===== config.mk =====
export PLATFORM = sky130hd
export DESIGN_NAME = counter_arbiter_seq
export DESIGN_NICKNAME = d
export VERILOG_FILES = /design/src/rtl/counter_arbiter_seq_pkg.sv /design/src/rtl/counter_arbiter_seq_up_load_counter.sv /design/src/rtl/counter_arbiter_seq.sv
export SDC_FILE = /design/constraint.sdc
export NUM_CORES = 1
export LEC_CHECK = 0
export BUFFER_PORTS_ARGS = -buffer_cell sky130_fd_sc_hd__buf_2
export CAP_MARGIN = 20
export CORE_MARGIN = 3
export CORE_UTILIZATION = 49
export CTS_CLUSTER_DIAMETER = 100
export DETAILED_ROUTE_END_ITERATION = 6
export PLACE_DENSITY_LB_ADDON = 0.05
export SLEW_MARGIN = 20
export SYNTH_ARGS = -nofsm -noshare
export SYNTH_HDL_FRONTEND = slang
export SYNTH_SLANG_ARGS = --single-unit

===== constraint.sdc =====
create_clock -name C -period 2 [get_ports C]
set_clock_uncertainty 0.05 [all_clocks]
set_input_delay 0.4 -clock C [delete_from_list [all_inputs] [get_ports C]]
set_output_delay 0.4 -clock C [all_outputs]
set_load 0.1 [all_outputs]

===== src/rtl/counter_arbiter_seq_pkg.sv =====
// Shared definitions for the two-requester counter arbiter: FSM encoding,
// requester ids and the round-robin pick.
package counter_arbiter_seq_pkg;

    typedef enum logic [1:0] {
        IDLE  = 2'd0,
        LOAD  = 2'd1,
        COUNT = 2'd2,
        FIN   = 2'd3
    } state_t;

    localparam logic ID0 = 1'b0;
    localparam logic ID1 = 1'b1;

    // On a tie the requester that was not served last wins.
    function automatic logic arbitrate(input logic [1:0] req, input logic last);
        case (req)
            2'b01:   return ID0;
            2'b10:   return ID1;
            default: return ~last;
        endcase
    endfunction

    function automatic logic [1:0] onehot(input logic id);
        return (id == ID1) ? 2'b10 : 2'b01;
    endfunction

endpackage


===== src/rtl/counter_arbiter_seq_up_load_counter.sv =====
// WIDTH-bit up counter with asynchronous clear, synchronous load and count
// enable; load wins over count.
module up_load_counter #(
    parameter int WIDTH = 4
) (
    input  logic             C,
    input  logic             CLR,
    input  logic             SLOAD,
    input  logic [WIDTH-1:0] D,
    input  logic             CE,
    output logic [WIDTH-1:0] Q
);

    // NOTE: sequential state uses non-blocking assignments so every register
    // samples pre-edge values regardless of process evaluation order.
    always_ff @(posedge C or posedge CLR) begin
        if (CLR) begin
            Q <= '0;
        end else if (SLOAD) begin
            Q <= D;
        end else if (CE) begin
            Q <= Q + WIDTH'(1);
        end
    end

endmodule


===== src/rtl/counter_arbiter_seq.sv =====
// Round-robin arbiter granting one of two requesters a counting run on a
// shared counter, from its load value up to TERM.
module counter_arbiter_seq
    import counter_arbiter_seq_pkg::*;
#(
    parameter int               WIDTH = 4,
    parameter logic [WIDTH-1:0] TERM  = 4'b1111
) (
    input  logic             C,
    input  logic             CLR,
    input  logic [1:0]       REQ,
    input  logic [WIDTH-1:0] LDVAL0,
    input  logic [WIDTH-1:0] LDVAL1,
    output logic [1:0]       GNT,
    output logic             BUSY,
    output logic             DONE,
    output logic             DONE_ID,
    output logic [WIDTH-1:0] Q
);

    state_t           state, state_nxt;
    logic             gid, gid_nxt;
    logic             last, last_nxt;
    logic [1:0]       gnt_nxt;
    logic             busy_nxt, done_nxt, done_id_nxt;
    logic             at_term;
    logic             load_en, count_en;
    logic [WIDTH-1:0] load_val;

    assign at_term  = (Q == TERM);
    assign load_en  = (state == LOAD);
    assign count_en = (state == COUNT) && !at_term;
    assign load_val = (gid == ID1) ? LDVAL1 : LDVAL0;

    up_load_counter #(
        .WIDTH(WIDTH)
    ) u_cnt (
        .C    (C),
        .CLR  (CLR),
        .SLOAD(load_en),
        .D    (load_val),
        .CE   (count_en),
        .Q    (Q)
    );

    // State and registered outputs; last-served resets to 1 so requester 0
    // wins the first tie.
    always_ff @(posedge C or posedge CLR) begin
        if (CLR) begin
            state   <= IDLE;
            GNT     <= 2'b00;
            BUSY    <= 1'b0;
            DONE    <= 1'b0;
            DONE_ID <= ID0;
            gid     <= ID0;
            last    <= ID1;
        end else begin
            state   <= state_nxt;
            GNT     <= gnt_nxt;
            BUSY    <= busy_nxt;
            DONE    <= done_nxt;
            DONE_ID <= done_id_nxt;
            gid     <= gid_nxt;
            last    <= last_nxt;
        end
    end

    always_comb begin
        state_nxt = state;
        case (state)
            IDLE:    if (|REQ) state_nxt = LOAD;
            LOAD:    state_nxt = COUNT;
            COUNT:   if (at_term) state_nxt = FIN;
            FIN:     state_nxt = IDLE;
            default: state_nxt = IDLE;
        endcase
    end

    // Outputs are computed from the next state so they are registered yet
    // line up with the state they describe.
    always_comb begin
        // NOTE: every variable gets a default before the case so no path
        // leaves it unassigned and no latch is inferred.
        gnt_nxt     = GNT;
        gid_nxt     = gid;
        last_nxt    = last;
        done_id_nxt = DONE_ID;
        case (state)
            IDLE: begin
                if (|REQ) begin
                    gid_nxt = arbitrate(REQ, last);
                    gnt_nxt = onehot(gid_nxt);
                end
            end
            COUNT: begin
                if (at_term) begin
                    gnt_nxt     = 2'b00;
                    done_id_nxt = gid;
                end
            end
            FIN:     last_nxt = gid;
            default: ;
        endcase
        busy_nxt = (state_nxt != IDLE);
        done_nxt = (state_nxt == FIN);
    end

endmodule


==> results of run 1 <==
logic make-up (layout without fill, tap and decap cells):
family / Yosys count / count (layout) / synth area share (%)
and+or+nand+nor: 18 / 18 / 12.6
buffers and inverters: 12 / 33 / 6.61
DFF: 13 / 13 / 43.1
muxes: 6 / 6 / 8.59
adders and majority gates: 8 / 8 / 13.2
AOI/OAI and AO/OA: 16 / 16 / 15.9
sequential cells by signal, indices dropped and copies added (netlist names):
signal   count
GNT          2
gid          1
state        2
last         1
DONE_ID      1
DONE         1
BUSY         1
u_cnt.Q      4
per-layer routing:
layer	GRT usage [%]	vias up	routed length [µm]
met5	0	-	0
met4	9.36	0	33
met3	2.39	5	72
met2	27.1	22	724
met1	22.2	276	674
li1	-	298	-
Yosys cell counts (2+ instances only):
library cell / n
ha_1: 8
mux2i_1: 5
inv_1: 9
o21ai_0: 3
dfrtp_1: 12
nor2_1: 4
a21oi_1: 2
nand2_1: 4
a22oi_1: 2
nand2b_1: 2
final timing paths:
kind | end | slack (ps) | cells past startpoint
min in group C | u_cnt.Q[2]$_DFFE_PP0P_ | 370 | 3
max in group asynchronous | u_cnt.Q[1]$_DFFE_PP0P_ | 1470 | 2
min | state[1]$_DFF_PP0_ | 80 | 2
max | u_cnt.Q[3]$_DFFE_PP0P_ | 230 | 5
max reg2reg | u_cnt.Q[3]$_DFFE_PP0P_ | 230 | 5
min reg2reg | last$_DFFE_PP1N_ | 450 | 2
area by class of cell:
type	instances	share of cell area (%)
clock buffer	4	2.96
inverter	9	3.80
multi-input combinational	48	42.8
sequential	13	37.0
tap	15	2.11
timing repair buffer	20	11.3
metrics by stage:
step / instance area [µm²] / setup slack (ps) / util [%]
after floorplan: 759 / 189 / -
after global placement: 862 / 430 / 63.1
after detailed placement: 862 / 338 / 63.1
after CTS: 888 / 209 / 65.0
after global routing: 888 / 122 / 65.0
final: 888 / 227 / 65.0
cells in the final DEF, fill, tap and decap left out, drive strengths merged:
master / Yosys / final
nand3: 1 / 1
mux2: 1 / 1
a21boi: 1 / 1
nand2b: 2 / 2
dfrtp: 12 / 12
nand2: 4 / 4
dfstp: 1 / 1
nor4b: 1 / 1
o31a: 1 / 1
nand4: 1 / 1
nor3: 1 / 1
clkbuf: 1 / 4
ha: 8 / 8
and2: 1 / 1
a21oi: 2 / 2
a31oi: 1 / 1
o21ai: 3 / 3
a21o: 1 / 1
nor2: 4 / 4
o2bb2ai: 1 / 1
mux2i: 5 / 5
a22o: 1 / 1
o32ai: 1 / 1
a22oi: 2 / 2
a311oi: 2 / 2
or2: 1 / 1
inv: 9 / 9
nand4b: 1 / 1
buf: 2 / 20
and3: 1 / 1
==> results.py, run 1 <==
metrics = {
    "layout": {
        "stdcell_count": 109,
        "nNetsFinal": 115,
        "syn_to_final_growth_pct": 17.4,
        "n_antenna_cell": 0,
        "fill_cells": 135,
        "multiInputGateArea_um2": 380,
        "seq_area_um2": 329,
        "layout-drive-gt1-share_pct": 29.8,
    },
    "detailed_routing": {
        "drtPass1Iterations": 4,
        "first_iter_violations": 14,
        "wirelength_mm": 1.50,
        "routedWlPerCell_um": 13.8,
        "ant_nets": 0,
        "avgViaCountPerCell": 5.51,
        "dr_total_vias": 601,
        "drc_errors": 0,
    },
    "logic_synthesis": {
        "synth_nets": 93,
        "async_reset_ff_share_pct": 100,
        "syn_area_um2": 757,
        "synth_top_area_share_pct": 39.7,
        "yosys_warnings": 0,
        "avgSynthCellArea_um2": 10.4,
        "yosysTopAreaCell": "dfrtp_1",
        "ys_seq_area_share_pct": 43.1,
        "synth.distinct_cells": 32,
        "synthTopCellsByArea": "dfrtp_1 40%, ha_1 13%, mux2i_1 6.6%",
        "synth_edf_count": 0,
        "syn_inst": 73,
        "synth_seq_cells": 13,
        "synth_flop_cell": "dfrtp_1",
    },
    "sta": {
        "finalSetupViolCount": 0,
        "max_freq_mhz": 564,
        "slew_violations": 0,
        "fin_setup_tns_ps": 0,
        "rsz0062_at_grt": "no",
        "hold_viol": 0,
        "slew_headroom_pct": 67.1,
        "hold_ws_ps": 76.9,
        "tightestPinTransition_ps": 492,
        "fin_crit_sh_pct": 88.7,
        "finalCriticalPeriod_ps": 1770,
    },
    "status": {
        "outcome": "finished clean",
    },
    "clock_network": {
        "insertion_delay_ps": 280,
        "cts_buffer_depth": 2,
        "cts_tree": "built",
        "path_clk_slew_ps": 80,
        "clockRootBuffer": "clkbuf_4",
        "cts-buffers-inserted": 3,
        "ctsResizeCount": 0,
        "htree_levels": 1,
        "holdBufCountCts": 0,
        "cts.sink_count": 13,
        "post_cts_buffers": 0,
    },
    "setup_path": {
        "critPathKind": "register to register",
        "end_kind": "register",
        "path_delay_family": "simple AND/OR/NAND/NOR gates",
        "start_kind": "register",
        "cp_slowest_cell": "dfrtp_1",
        "critPathLaunch": "state[0]$_DFF_PP0_",
        "path_max_fanout": 12,
        "timing.critical_path.buf_inv": 1,
        "worstPathCellList": "inv_1 -> ha_1 -> nand4_1 -> nor4b_1 -> nor2_1",
        "cp.required_ps": 2110,
        "max_stage_delay_ps": 420,
        "crit_arrival_ps": 1890,
        "rr_startpoint": "state[0]$_DFF_PP0_",
    },
    "global_route": {
        "groute.usage.overall_pct": 17.1,
        "grt_max_degree": 14,
        "antenna_found_initial": 0,
        "grt_pass1_wl_mm": 2.53,
        "first_global_vias": 581,
        "grt.overflow.total": 0,
    },
    "placement": {
        "portBuffers": 20,
        "post-dp-hpwl_mm": 1.12,
        "dp_cells": 105,
        "gp_congestion": 0.737,
    },
    "hold_path": {
        "hold_class": "input port to asynchronous set/reset pin",
    },
    "floorplan": {
        "initial_core_util_pct": 55.4,
        "fp-row-count": 13,
        "die_x_um": 45.3,
        "core_mm2": 0.00137,
        "io_pins": 21,
        "dieArea_mm2": 0.00205,
        "die_y_um": 45.3,
    },
    "run": {
        "maxCapViolCount": 0,
    },
}
Power of run 1 is not shown: default switching activity piles up to over one toggle a cycle in this logic, so the estimate is an artifact.
==> run 2, diff against run 1 <==
Settings changed: PLACE_DENSITY set to 0.76, PLACE_DENSITY_LB_ADDON 0.05 to not set.
==> run 2 against run 1 <==
Compared with the run above:
- final cell count unchanged
- global-route usage decreased by 1.1 points
- register-to-register slack improved by 130 ps
- core utilization stayed put
- first-iteration DRC count shrank 50%
- via count up 0.50%
- wire length decreased by 3.0%
- critical path depth decreased by 4
- highest routed layer unchanged
==> results.py, run 2 (synthesis results as in run 1) <==
metrics = {
    "floorplan": {
        "fp-row-count": 13,
        "die_x_um": 45.3,
        "initial_core_util_pct": 55.4,
        "core_mm2": 0.00137,
        "dieArea_mm2": 0.00205,
        "io_pins": 21,
        "die_y_um": 45.3,
    },
    "sta": {
        "hold_viol": 0,
        "rsz0062_at_grt": "no",
        "tightestPinTransition_ps": 501,
        "finalSetupViolCount": 0,
        "slew_violations": 0,
        "finalCriticalPeriod_ps": 1650,
        "fin_setup_tns_ps": 0,
        "slew_headroom_pct": 66.6,
        "max_freq_mhz": 605,
        "fin_crit_sh_pct": 82.7,
    },
    "layout": {
        "layout-drive-gt1-share_pct": 29.8,
        "largest_register": "u_cnt.Q",
        "largest_reg_flops": 4,
        "syn_to_final_growth_pct": 17.4,
        "layout_commonest_cell": "buf_2",
        "most-common-layout-cells": "20 x buf_2, 10 x dfrtp_1, 9 x inv_1",
        "nNetsFinal": 115,
        "top_regs": "u_cnt.Q: 4 flops, GNT: 2 flops, state: 2 flops",
        "fill_cells": 118,
        "n_antenna_cell": 0,
    },
    "setup_path": {
        "start_kind": "register",
        "cp.required_ps": 1550,
        "end_kind": "primary output",
        "path_max_fanout": 7,
        "path_delay_family": "buffers and inverters",
        "crit_cells": 1,
        "timing.critical_path.buf_inv": 1,
        "worstPathCellList": "buf_2",
        "crit_arrival_ps": 1200,
        "max_stage_delay_ps": 460,
        "worstRegToRegCells": 5,
        "cp_slowest_cell": "buf_2",
        "reg2reg_slack_ps": 360,
        "critPathKind": "register to primary output",
    },
    "hold_path": {
        "hold_class": "input port to asynchronous set/reset pin",
    },
    "clock_network": {
        "path_clk_slew_ps": 90,
        "holdBufCountCts": 0,
        "cts_tree": "built",
        "insertion_delay_ps": 290,
        "cts_buffer_depth": 2,
        "post_cts_buffers": 0,
        "clockRootBuffer": "clkbuf_4",
        "ctsResizeCount": 0,
        "htree_levels": 1,
        "cts-buffers-inserted": 3,
        "cts.sink_count": 13,
    },
    "global_route": {
        "antenna_found_initial": 0,
        "grt.overflow.total": 0,
        "first_global_vias": 560,
        "groute.usage.overall_pct": 16.0,
        "grt_pass1_wl_mm": 2.34,
        "grt_max_degree": 14,
    },
    "detailed_routing": {
        "dr_total_vias": 604,
        "top_layer_used": "met4",
        "drtPass1Iterations": 4,
        "avgViaCountPerCell": 5.54,
        "wl_met2_um": 701,
        "wirelength_mm": 1.46,
        "ant_nets": 0,
        "wl_met3_um": 81,
        "drc_errors": 0,
        "drt-met1-wl_um": 651,
        "routedWlPerCell_um": 13.4,
        "first_iter_violations": 7,
    },
    "placement": {
        "gp_congestion": 0.746,
        "post-dp-hpwl_mm": 1.09,
        "portBuffers": 20,
    },
    "run": {
        "maxCapViolCount": 0,
    },
    "status": {
        "outcome": "finished clean",
    },
}
run 2: final timing paths:
path	to	startpoint
max in group asynchronous	u_cnt.Q[0]$_DFFE_PP0P_	CLR
min	u_cnt.Q[1]$_DFFE_PP0P_	CLR
min in group C	u_cnt.Q[2]$_DFFE_PP0P_	LDVAL0[2]
max reg2reg	DONE$_DFF_PP0_	state[0]$_DFF_PP0_
min reg2reg	DONE_ID$_DFFE_PP0P_	DONE_ID$_DFFE_PP0P_
max	Q[2]	u_cnt.Q[2]$_DFFE_PP0P_
run 2: area by class of cell:
| class | count | area [µm²] | share of cell area (%) |
|---|---|---|---|
| Inverter | 9 | 33.8 | 3.80 |
| Tap cell | 15 | 18.8 | 2.11 |
| Multi-Input combinational cell | 48 | 380 | 42.8 |
| Timing Repair Buffer | 20 | 100 | 11.3 |
| Clock buffer | 4 | 26.3 | 2.96 |
| Sequential cell | 13 | 329 | 37.0 |
run 2: per-stage QoR:
stage | instance area, µm² | setup WS (ps) | utilization, % | cells | hold slack, ps
floorplan | 759 | 189 | - | 73 | 226
global placement | 862 | 422 | 63.1 | 105 | 389
detailed placement | 862 | 378 | 63.1 | 105 | 397
CTS | 888 | 346 | 65.0 | 109 | 87.9
global route | 888 | 160 | 65.0 | 109 | 108
finish | 888 | 346 | 65.0 | 109 | 71.7
run 2: routing by layer:
| layer | track usage [%] | vias to the layer above |
|---|---|---|
| met4 | 7.02 | 0 |
| met3 | 3.59 | 3 |
| met1 | 20.9 | 286 |
| li1 | - | 295 |
| met5 | 0 | - |
| met2 | 25.1 | 20 |
Power of run 2 is left out for the same reason.
